===== config.mk =====
export PLATFORM = sky130hd
export DESIGN_NAME = pe_scatter
export DESIGN_NICKNAME = d
export VERILOG_FILES = /design/src/rtl/pe_scatter.sv
export SDC_FILE = /design/constraint.sdc
export NUM_CORES = 1
export LEC_CHECK = 0
export BUFFER_PORTS_ARGS = -buffer_cell sky130_fd_sc_hd__buf_2
export CAP_MARGIN = 5
export CELL_PAD_IN_SITES_DETAIL_PLACEMENT = 1
export CELL_PAD_IN_SITES_GLOBAL_PLACEMENT = 1
export CORE_AREA = 2 2 190 192
export CTS_CLUSTER_DIAMETER = 150
export DETAILED_ROUTE_END_ITERATION = 10
export DIE_AREA = 0 0 192 194
export GPL_ROUTABILITY_DRIVEN = 0
export GPL_TIMING_DRIVEN = 1
export PLACE_DENSITY = 0.85
export SYNTH_ARGS = -nofsm -noshare
export SYNTH_HDL_FRONTEND = slang
export SYNTH_SLANG_ARGS = --single-unit

===== constraint.sdc =====
create_clock -name clk -period 5.2 [get_ports clk]
set_clock_uncertainty 0.05 [all_clocks]
set_input_delay 0.52 -clock clk [delete_from_list [all_inputs] [get_ports clk]]
set_output_delay 0.52 -clock clk [all_outputs]
set_load 0.02 [all_outputs]

===== src/rtl/pe_scatter.sv =====
// One-in, many-out scatter stage: each beat is written into the single-entry output slot of its
// target channel(s) (unicast, broadcast or round-robin), with per-channel valid/ready draining.
module pe_scatter #(
  parameter int DATA_WIDTH = 8,
  parameter int NUM_OUT    = 33,
  parameter int SEL_WIDTH  = $clog2(NUM_OUT)
) (
  input  logic                  clk,
  input  logic                  rst,
  input  logic                  in_valid,
  output logic                  in_ready,
  input  logic [DATA_WIDTH-1:0] in_data,
  input  logic [SEL_WIDTH-1:0]  in_sel,
  input  logic [1:0]            in_mode,
  input  logic                  in_last,
  output logic [NUM_OUT-1:0]    out_valid,
  input  logic [NUM_OUT-1:0]    out_ready,
  output logic [DATA_WIDTH-1:0] out_data [NUM_OUT-1:0],
  output logic [SEL_WIDTH-1:0]  seq_ptr,
  output logic                  oob_err,
  output logic                  busy
);

  localparam logic [1:0] MODE_BCAST = 2'b01;
  localparam logic [1:0] MODE_SEQ   = 2'b10;

  logic [NUM_OUT-1:0]    valid_q, valid_d;
  logic [DATA_WIDTH-1:0] data_q [NUM_OUT-1:0];
  logic [DATA_WIDTH-1:0] data_d [NUM_OUT-1:0];
  logic [SEL_WIDTH-1:0]  seq_ptr_q, seq_ptr_d;
  logic                  oob_q, oob_d;
  logic [NUM_OUT-1:0]    tgt;
  logic [NUM_OUT-1:0]    free;
  logic                  sel_hit;
  logic                  accept;

  assign free = ~valid_q | out_ready;

  always_comb begin
    tgt     = '0;
    sel_hit = 1'b0;
    for (int i = 0; i < NUM_OUT; i++) begin
      if (in_mode == MODE_BCAST) begin
        tgt[i] = 1'b1;
      end else if (in_mode == MODE_SEQ) begin
        tgt[i] = (seq_ptr_q == SEL_WIDTH'(i));
      end else begin
        tgt[i] = (in_sel == SEL_WIDTH'(i));
      end
      if (in_sel == SEL_WIDTH'(i)) begin
        sel_hit = 1'b1;
      end
    end
    // An out-of-range unicast has an empty target set, so it is always ready.
    in_ready = !rst && ((tgt & ~free) == '0);
    accept   = in_valid && in_ready;
  end

  always_comb begin
    valid_d   = (valid_q & ~out_ready) | ({NUM_OUT{accept}} & tgt);
    seq_ptr_d = seq_ptr_q;
    oob_d     = 1'b0;
    for (int i = 0; i < NUM_OUT; i++) begin
      data_d[i] = (accept && tgt[i]) ? in_data : data_q[i];
    end
    if (accept && in_mode == MODE_SEQ) begin
      if (in_last || seq_ptr_q == SEL_WIDTH'(NUM_OUT - 1)) begin
        seq_ptr_d = '0;
      end else begin
        seq_ptr_d = seq_ptr_q + SEL_WIDTH'(1);
      end
    end
    if (accept && in_mode != MODE_BCAST && in_mode != MODE_SEQ && !sel_hit) begin
      oob_d = 1'b1;
    end
  end

  always_ff @(posedge clk) begin
    if (rst) begin
      valid_q   <= '0;
      seq_ptr_q <= '0;
      oob_q     <= 1'b0;
      for (int i = 0; i < NUM_OUT; i++) begin
        data_q[i] <= '0;
      end
    end else begin
      valid_q   <= valid_d;
      seq_ptr_q <= seq_ptr_d;
      oob_q     <= oob_d;
      for (int i = 0; i < NUM_OUT; i++) begin
        data_q[i] <= data_d[i];
      end
    end
  end

  // Outputs are masked by rst so the block looks idle for the whole reset window.
  always_comb begin
    out_valid = rst ? '0 : valid_q;
    for (int i = 0; i < NUM_OUT; i++) begin
      out_data[i] = out_valid[i] ? data_q[i] : '0;
    end
  end

  assign seq_ptr = rst ? '0 : seq_ptr_q;
  assign oob_err = oob_q && !rst;
  assign busy    = |out_valid;

endmodule


Word-level counts from Yosys, hierarchy flattened:

Memory sizes are Yosys's and may differ from the RTL's.
Cells that the tools add are included.

* flip-flop bits (word level): 40
* RAM bits: 264
* input port bits: 53
* output and inout bits: 306
* memories: 1

Memories
* data_q: words 33, bits a word 8, rd ports 33, clocked after memory_dff 0, wr ports 33, line 28 `logic [DATA_WIDTH-1:0] data_q [NUM_OUT-1:0];`

* $add $sub $neg: 1
* equality and inequality tests: 68
* multiplexer cells: 205
* bitwise operators: 41
* reduce and logical (&&, ||, !) cells: 47

Operators with widths (count)
* 8-bit 2-to-1 mux: 99
* 6-bit by 5-bit == test with 1-bit output (second input constant): 32
* 1-bit 2-to-1 mux: 103
* 33-bit bitwise AND: 3
* 33-bit NOT: 3
* 6-bit by 4-bit == test with 1-bit output (second input constant): 16
* 33-bit OR: 2
* 6-bit by 3-bit == test with 1-bit output (second input constant): 8
* 1-bit logical AND: 40
* 33-bit zero test: 1
* 33-bit 2-to-1 mux: 1
* 1-bit OR: 33
* 33-bit OR reduction: 1
* 6-bit by 2-bit == test with 1-bit output (second input constant): 4
* 6-bit by 1-bit == test with 1-bit output (second input constant): 2
* 6-bit == test (second input constant): 2
* 6-bit zero test: 2
* 6-bit 2-to-1 mux: 2
* 6-bit by 1-bit adder with 6-bit output (second input constant): 1
* 2-bit by 1-bit == test with 1-bit output (second input constant): 1
* 2-bit == test (second input constant): 1
* 1-bit zero test: 2
* 2-bit by 1-bit != test with 1-bit output (second input constant): 1
* 2-bit != test (second input constant): 1
* 1-bit logical OR: 1

Longest topological paths before layout:

Gate-level depths: netlist (run 1).

* depth after elaboration: 37
* mapped depth: 15

Worst setup path after synthesis (run 1):

No wires, ideal clock.

* path type: reg2reg
* start point: register seq_ptr_q[0]
* end point: memory data_q[23][0], in the netlist data_q[5][24]
* library setup time: 0.072 ns
* arrival time: 2.913 ns
* data required time: 5.078 ns
* setup slack: 2.165 ns
* stages on the path, launching flop included: 15
* path buffers: 4
* cell sequence: dfxtp_1 > inv_1 > ha_1 > clkbuf_1 > nor3b_1 > and3b_1 > o22a_1 > clkbuf_1 > a21oi_1 > and4b_1 > and4_1 > buf_4 > buf_4 > nand2_2 > mux2i_1

RTL lines
* from (decl): line 30 `logic [SEL_WIDTH-1:0] seq_ptr_q, seq_ptr_d;`
* from (signal assigned): line 88 `seq_ptr_q <= seq_ptr_d;`
* to (decl): line 28

==> flow_metrics.py, run 1 <==
metrics = {
    "clock_network": {
        "cts_setup_buffers": 0,
        "cts_made_buffers": 35,
        "clock_latency_ns": 0.51,
        "path_clk_slew_ns": 0.06,
        "h-tree-depth": 2,
        "root_buffer": "clkbuf_16",
        "cts_tree": "yes",
        "cts-resized-gates": 0,
        "cts_hold_buf": 0,
        "numClockSinks": 304,
        "clock_path_buffers": 3,
    },
    "global_route": {
        "grt_max_degree": 122,
        "grt_pass1_wl_um": 87800,
        "grt_pass1_vias": 14700,
        "grt-ovfl-total": 0,
        "grt_use_total_pct": 30.3,
        "antenna_found_initial": 14,
    },
    "die": {
        "core.rowCount": 69,
        "die_w_um": 192,
        "floorplan.initialDensity_pct": 42.5,
        "die_h_um": 194,
        "ioPinCount": 359,
        "die_area_um2": 37200,
        "core_area_um2": 35200,
    },
    "power": {
        "power_leakage_uw": 0.00822,
        "irDropWorstVdd_uv": 204,
        "powerDensity_nw_per_um2": 305,
        "finalPower_uw": 5480,
    },
    "critical_path": {
        "critical_path.max_fanout": 120,
        "cp-start-kind": "input pin",
        "critPathArrivalTime_ns": 4.78,
        "r2r_cells": 11,
        "crit_type": "in2reg",
        "end_kind": "register",
        "critPathRequiredTime_ns": 5.57,
    },
    "logic_synthesis": {
        "yosysSeqAreaShare_pct": 40.7,
        "syn-cell-area_um2": 15000,
        "synth.distinct_cells": 56,
        "synth_top_cell_area_share_pct": 40.7,
        "ys_seq_elements": 304,
        "synthTopCellsByCount": "304 x dfxtp_1, 279 x and2_1, 205 x a21oi_1",
        "syn_nets": 1851,
        "synth_edf_count": 0,
        "yosysWarnings": 0,
        "ys.flop_type": "dfxtp_1",
        "ys_top_cells_by_area": "dfxtp_1 41%, and2_1 12%, mux2i_1 7.5%, a21oi_1 6.9%, nand2b_1 6.0%",
        "async_flop_share_pct": 0,
        "yosysMostFrequentCell": "dfxtp_1",
        "avgSynthCellArea_um2": 8.34,
        "yosysTopAreaCell": "dfxtp_1",
        "syn_inst": 1794,
    },
    "timing": {
        "finalCritPeriodShare_pct": 84.8,
        "worst_pin_slew_ns": 1.31,
        "slew_violations": 0,
        "rsz0062_at_grt": "no",
        "setup_viol": 0,
        "period_minus_slack_ns": 4.41,
        "slew-limit-headroom_pct": 12.8,
        "fin_tns_setup_ns": 0,
        "hold_violations": 0,
        "max_freq_mhz": 227,
    },
    "run_status": {
        "status": "finished clean",
    },
    "detailed_routing": {
        "ant_nets": 0,
        "wl_um": 58300,
        "post-route-drc-count": 0,
        "vias": 14600,
        "routedWlPerCell_um": 23.1,
        "drt_iter0_markers": 1272,
        "viasPerCell": 5.76,
        "drtPass1Iterations": 7,
    },
    "min_path": {
        "min_path_cells": 3,
        "hp-class": "in2reg",
    },
    "placement": {
        "dp_hpwl_um": 39700,
        "numPortBuffers": 358,
    },
    "layout": {
        "finalNetCount": 2088,
        "fillers": 4308,
        "syn2layout_area_growth_pct": 19.9,
        "multi_input_area_um2": 8060,
        "register_area_um2": 6090,
        "drive_above_1_share_pct": 22.0,
    },
    "flow_run": {
        "max_cap_violations": 0,
    },
}
[sequential cells by signal (all words and copies together) (netlist names)]
signal,flops
data_q,264
oob_q,1
seq_ptr_q,6
valid_q,33
[cell families (layout without fill, tap and decap cells)]
kind of cell,Yosys count,count (layout),synth area share [%]
AOI/OAI and AO/OA,419,419,15.4
adders and majority gates,4,4,0.335
buffers and inverters,183,445,5.48
DFF,304,304,40.7
muxes,113,113,7.57
other,0,9,0
and+or+nand+nor,771,771,30.5
[report_power, final]
part / total, µW / switching [µW] / internal, µW
clock network: 2550 / 998 / 1550
logic: 509 / 372 / 137
registers: 2420 / 28.8 / 2390
[per-stage QoR]
stage          setup slack (ns)  utilization [%]  hold slack, ns  instance area (µm²)  instances
2_1_floorplan              2.17                -           0.391                15000       1794
3_3_place_gp              0.671             47.4           0.401                16700       2455
3_5_place_dp              0.457             47.4           0.413                16700       2455
4_1_cts                   0.954             50.8           0.256                17900       2517
5_1_grt                   0.563             50.9           0.283                17900       2522
6_report                  0.789             50.9           0.276                17900       2526
[metal layers]
metal	wire length [µm]	track usage, %	vias to the layer above
met3	4410	6.50	152
met1	23700	37.4	7148
met4	2090	11.5	12
met2	28000	51.6	608
met5	74	0	-
li1	-	-	6630
[final timing paths]
| path | start | end | slack [ns] |
|---|---|---|---|
| max | in_mode[0] | data_q[3][6] | 0.79 |
| min reg2reg | data_q[1][12] | data_q[1][12] | 0.42 |
| max reg2reg | seq_ptr_q[0] | data_q[3][6] | 0.86 |
| min | out_ready[6] | valid_q[6] | 0.28 |
[final cells by class]
cell class                 instances  area share (%)
clock buffer                      54            6.14
multi-input combinational       1307            44.9
tap                              461            3.22
clock inverter                     8           0.517
antenna                            9           0.126
timing repair buffer             377            11.0
inverter                           6           0.126
sequential                       304            33.9
[placed cells by master (no fill, tap or decap), types with 3 or more instances in the layout]
cell / Yosys / routed
a2111oi_0: 5 / 5
a21oi_1: 205 / 205
a221o_1: 9 / 9
a221oi_1: 5 / 5
a31oi_1: 12 / 12
a41oi_1: 10 / 10
and2_1: 279 / 279
and3_1: 6 / 6
and3b_1: 3 / 3
and4b_1: 3 / 3
buf_2: 13 / 357
buf_4: 14 / 17
clkbuf_1: 137 / 6
clkbuf_16: 0 / 37
clkbuf_8: 0 / 11
clkinv_2: 0 / 5
dfxtp_1: 304 / 304
diode_2: 0 / 9
ha_1: 4 / 4
inv_1: 6 / 6
mux2i_1: 112 / 112
nand2_1: 37 / 37
nand2_4: 11 / 11
nand2b_1: 144 / 144
nand3_1: 169 / 169
nand4_1: 14 / 14
nor2_1: 24 / 24
nor2b_1: 55 / 54
nor4_1: 10 / 10
o21ai_0: 153 / 153
o32ai_1: 3 / 3
[critical path: stages]
cell and delay, ns:
buf_2 0.17, nand2b_1 0.73, buf_4 0.33, nand3_1 0.15, o31ai_2 0.76, a21oi_1 0.24, and4b_1 0.29, nand4_1 0.14
buf_4 0.79, o21ai_0 0.26, a21oi_1 0.25
No activity file was read; power rests on OpenSTA's default activity.
==> inputs of run 2 (changes only) <==
Settings changed: CORE_AREA 2 2 190 192 to 2 2 197 199, DIE_AREA 0 0 192 194 to 0 0 199 201, PLACE_DENSITY 0.85 to 0.8.
Clock period 5.2 ns to 4.15 ns, I/O delays scaled along.
==> run 2 against run 1 <==
  * Core utilization fell by 3.3 points
  * Non-clock buffer count rose by 11
  * Routed wire length fell by 0.82%
  * Worst setup slack got worse by 0.46 ns
  * Critical path depth rose by 1
  * Die area rose by 7.4%
  * Clock power rose by 30%
  * First-iteration DRC count fell by 29%
  * Clock-buffer cell count did not move
  * Global-route usage fell by 2.3 points
  * Critical path type is now reg2reg
  * Largest power group unchanged
==> flow_metrics.py, run 2 (same netlist as run 1, synthesis figures left out) <==
metrics = {
    "placement": {
        "numPortBuffers": 358,
        "dp_hpwl_um": 40400,
    },
    "timing": {
        "rsz0062_at_grt": "no",
        "holdWs_ns": 0.157,
        "slew-limit-headroom_pct": 27.2,
        "max_freq_mhz": 262,
        "period_minus_slack_ns": 3.82,
        "worst_pin_slew_ns": 1.09,
        "finalCritPeriodShare_pct": 92.0,
        "slew_violations": 0,
        "hold_violations": 0,
        "setup_viol": 0,
        "fin_tns_setup_ns": 0,
    },
    "clock_network": {
        "cts_tree": "yes",
        "h-tree-depth": 2,
        "clock_latency_ns": 0.51,
        "cts-resized-gates": 0,
        "cts_hold_buf": 0,
        "cts_made_buffers": 35,
        "clock_path_buffers": 3,
        "cts_setup_buffers": 0,
        "root_buffer": "clkbuf_16",
        "path_clk_slew_ns": 0.06,
        "numClockSinks": 304,
    },
    "layout": {
        "top_regs": "data_q: 264 flops, valid_q: 33 flops, seq_ptr_q: 6 flops",
        "mostFrequentLayoutCell": "buf_2",
        "syn2layout_area_growth_pct": 21.3,
        "finalNetCount": 2099,
        "layout_common_cells": "357 x buf_2, 304 x dfxtp_1, 279 x and2_1",
        "drive_above_1_share_pct": 22.3,
        "largest_reg_flops": 264,
        "regMostFlops": "data_q",
    },
    "min_path": {
        "hp-class": "in2reg",
        "hp-start": "in_sel[5]",
        "whs_endpoint": "oob_q",
        "min_path_cells": 3,
    },
    "detailed_routing": {
        "ant_nets": 0,
        "met3WireLength_um": 4800,
        "vias": 14400,
        "drt_iter0_markers": 904,
        "viasPerCell": 5.55,
        "post-route-drc-count": 0,
        "routedWlPerCell_um": 22.3,
        "met2_length_um": 28100,
        "dr.max_layer_used": "met5",
        "drtPass1Iterations": 5,
        "wl_um": 57800,
        "met1_length_um": 23200,
    },
    "die": {
        "die_w_um": 199,
        "die_h_um": 201,
        "core.rowCount": 72,
        "ioPinCount": 359,
        "core_area_um2": 38100,
        "floorplan.initialDensity_pct": 39.3,
        "die_area_um2": 40000,
    },
    "critical_path": {
        "reg2reg_to": "data_q[0][15]",
        "end_kind": "register",
        "critPathArrivalTime_ns": 4.21,
        "r2r_cells": 12,
        "cp-start-kind": "register",
        "worstReg2RegStart": "seq_ptr_q[0]",
        "critPathRequiredTime_ns": 4.54,
        "critical_path.max_fanout": 138,
        "crit_type": "reg2reg",
        "regToRegSetupSlack_ns": 0.33,
    },
    "global_route": {
        "grt_max_degree": 139,
        "grt_pass1_vias": 14600,
        "antenna_found_initial": 17,
        "grt-ovfl-total": 0,
        "grt_pass1_wl_um": 86700,
        "grt_use_total_pct": 28.1,
    },
    "power": {
        "powerDensity_nw_per_um2": 385,
        "power_leakage_uw": 0.00830,
        "irDropWorstVdd_uv": 309,
    },
    "flow_run": {
        "max_cap_violations": 0,
    },
    "run_status": {
        "status": "finished clean",
    },
}
run 2: power by group:
part	total [µW]	internal (µW)	switching (µW)
Sequential	3030	2990	35.7
Combinational	642	180	462
Clock	3320	2080	1240
Total	6990	5250	1740
run 2: worst max-delay path by stage:
stage	cells after the start	slack [ns]	end	from
5_1_grt	10	0.13	data_q[8][2]	seq_ptr_q[5]
6_report	12	0.33	data_q[0][15]	seq_ptr_q[0]
3_5_place_dp	12	0.21	data_q[8][2]	in_mode[0]
4_1_cts	12	0.46	data_q[0][15]	seq_ptr_q[0]
3_3_place_gp	12	0.29	data_q[0][15]	in_mode[0]
2_1_floorplan	14	1.12	data_q[5][24]	seq_ptr_q[0]
run 2: per-layer routing:
layer	vias up	global-route usage [%]
met2	568	48.1
met1	7042	34.4
li1	6662	-
met5	-	0
met4	10	9.20
met3	115	6.67
run 2: final cells by class:
| type | count | area (µm²) |
|---|---|---|
| Fill cell | 4586 | 20000 |
| Multi-Input combinational cell | 1307 | 8060 |
| Sequential cell | 304 | 6090 |
| Timing Repair Buffer | 388 | 2060 |
| Clock buffer | 54 | 1110 |
| Tap cell | 518 | 648 |
| Clock inverter | 5 | 125 |
| Antenna cell | 12 | 30.0 |
| Inverter | 6 | 22.5 |
run 2: through the flow:
step                instances  util [%]  setup slack (ns)  total power, µW  area, µm²
finish                   2594      47.6             0.330             6990      18100
global route             2586      47.6             0.131             7200      18100
CTS                      2582      47.5             0.458             7030      18100
detailed placement       2523      44.3             0.208             3720      16900
global placement         2523      44.3             0.290             3700      16900
floorplan                1794         -              1.12             3510      15000
run 2: worst max-delay path, stage by stage, from the launching register on:
cell	delay, ns
dfxtp_1	0.35
inv_1	0.14
ha_1	0.46
nor3b_1	0.46
and3b_1	0.35
o22a_1	0.19
a21oi_1	0.11
and4b_1	0.25
nand4_1	0.19
buf_12	0.38
buf_4	0.33
o21ai_0	0.11
a21oi_1	0.19
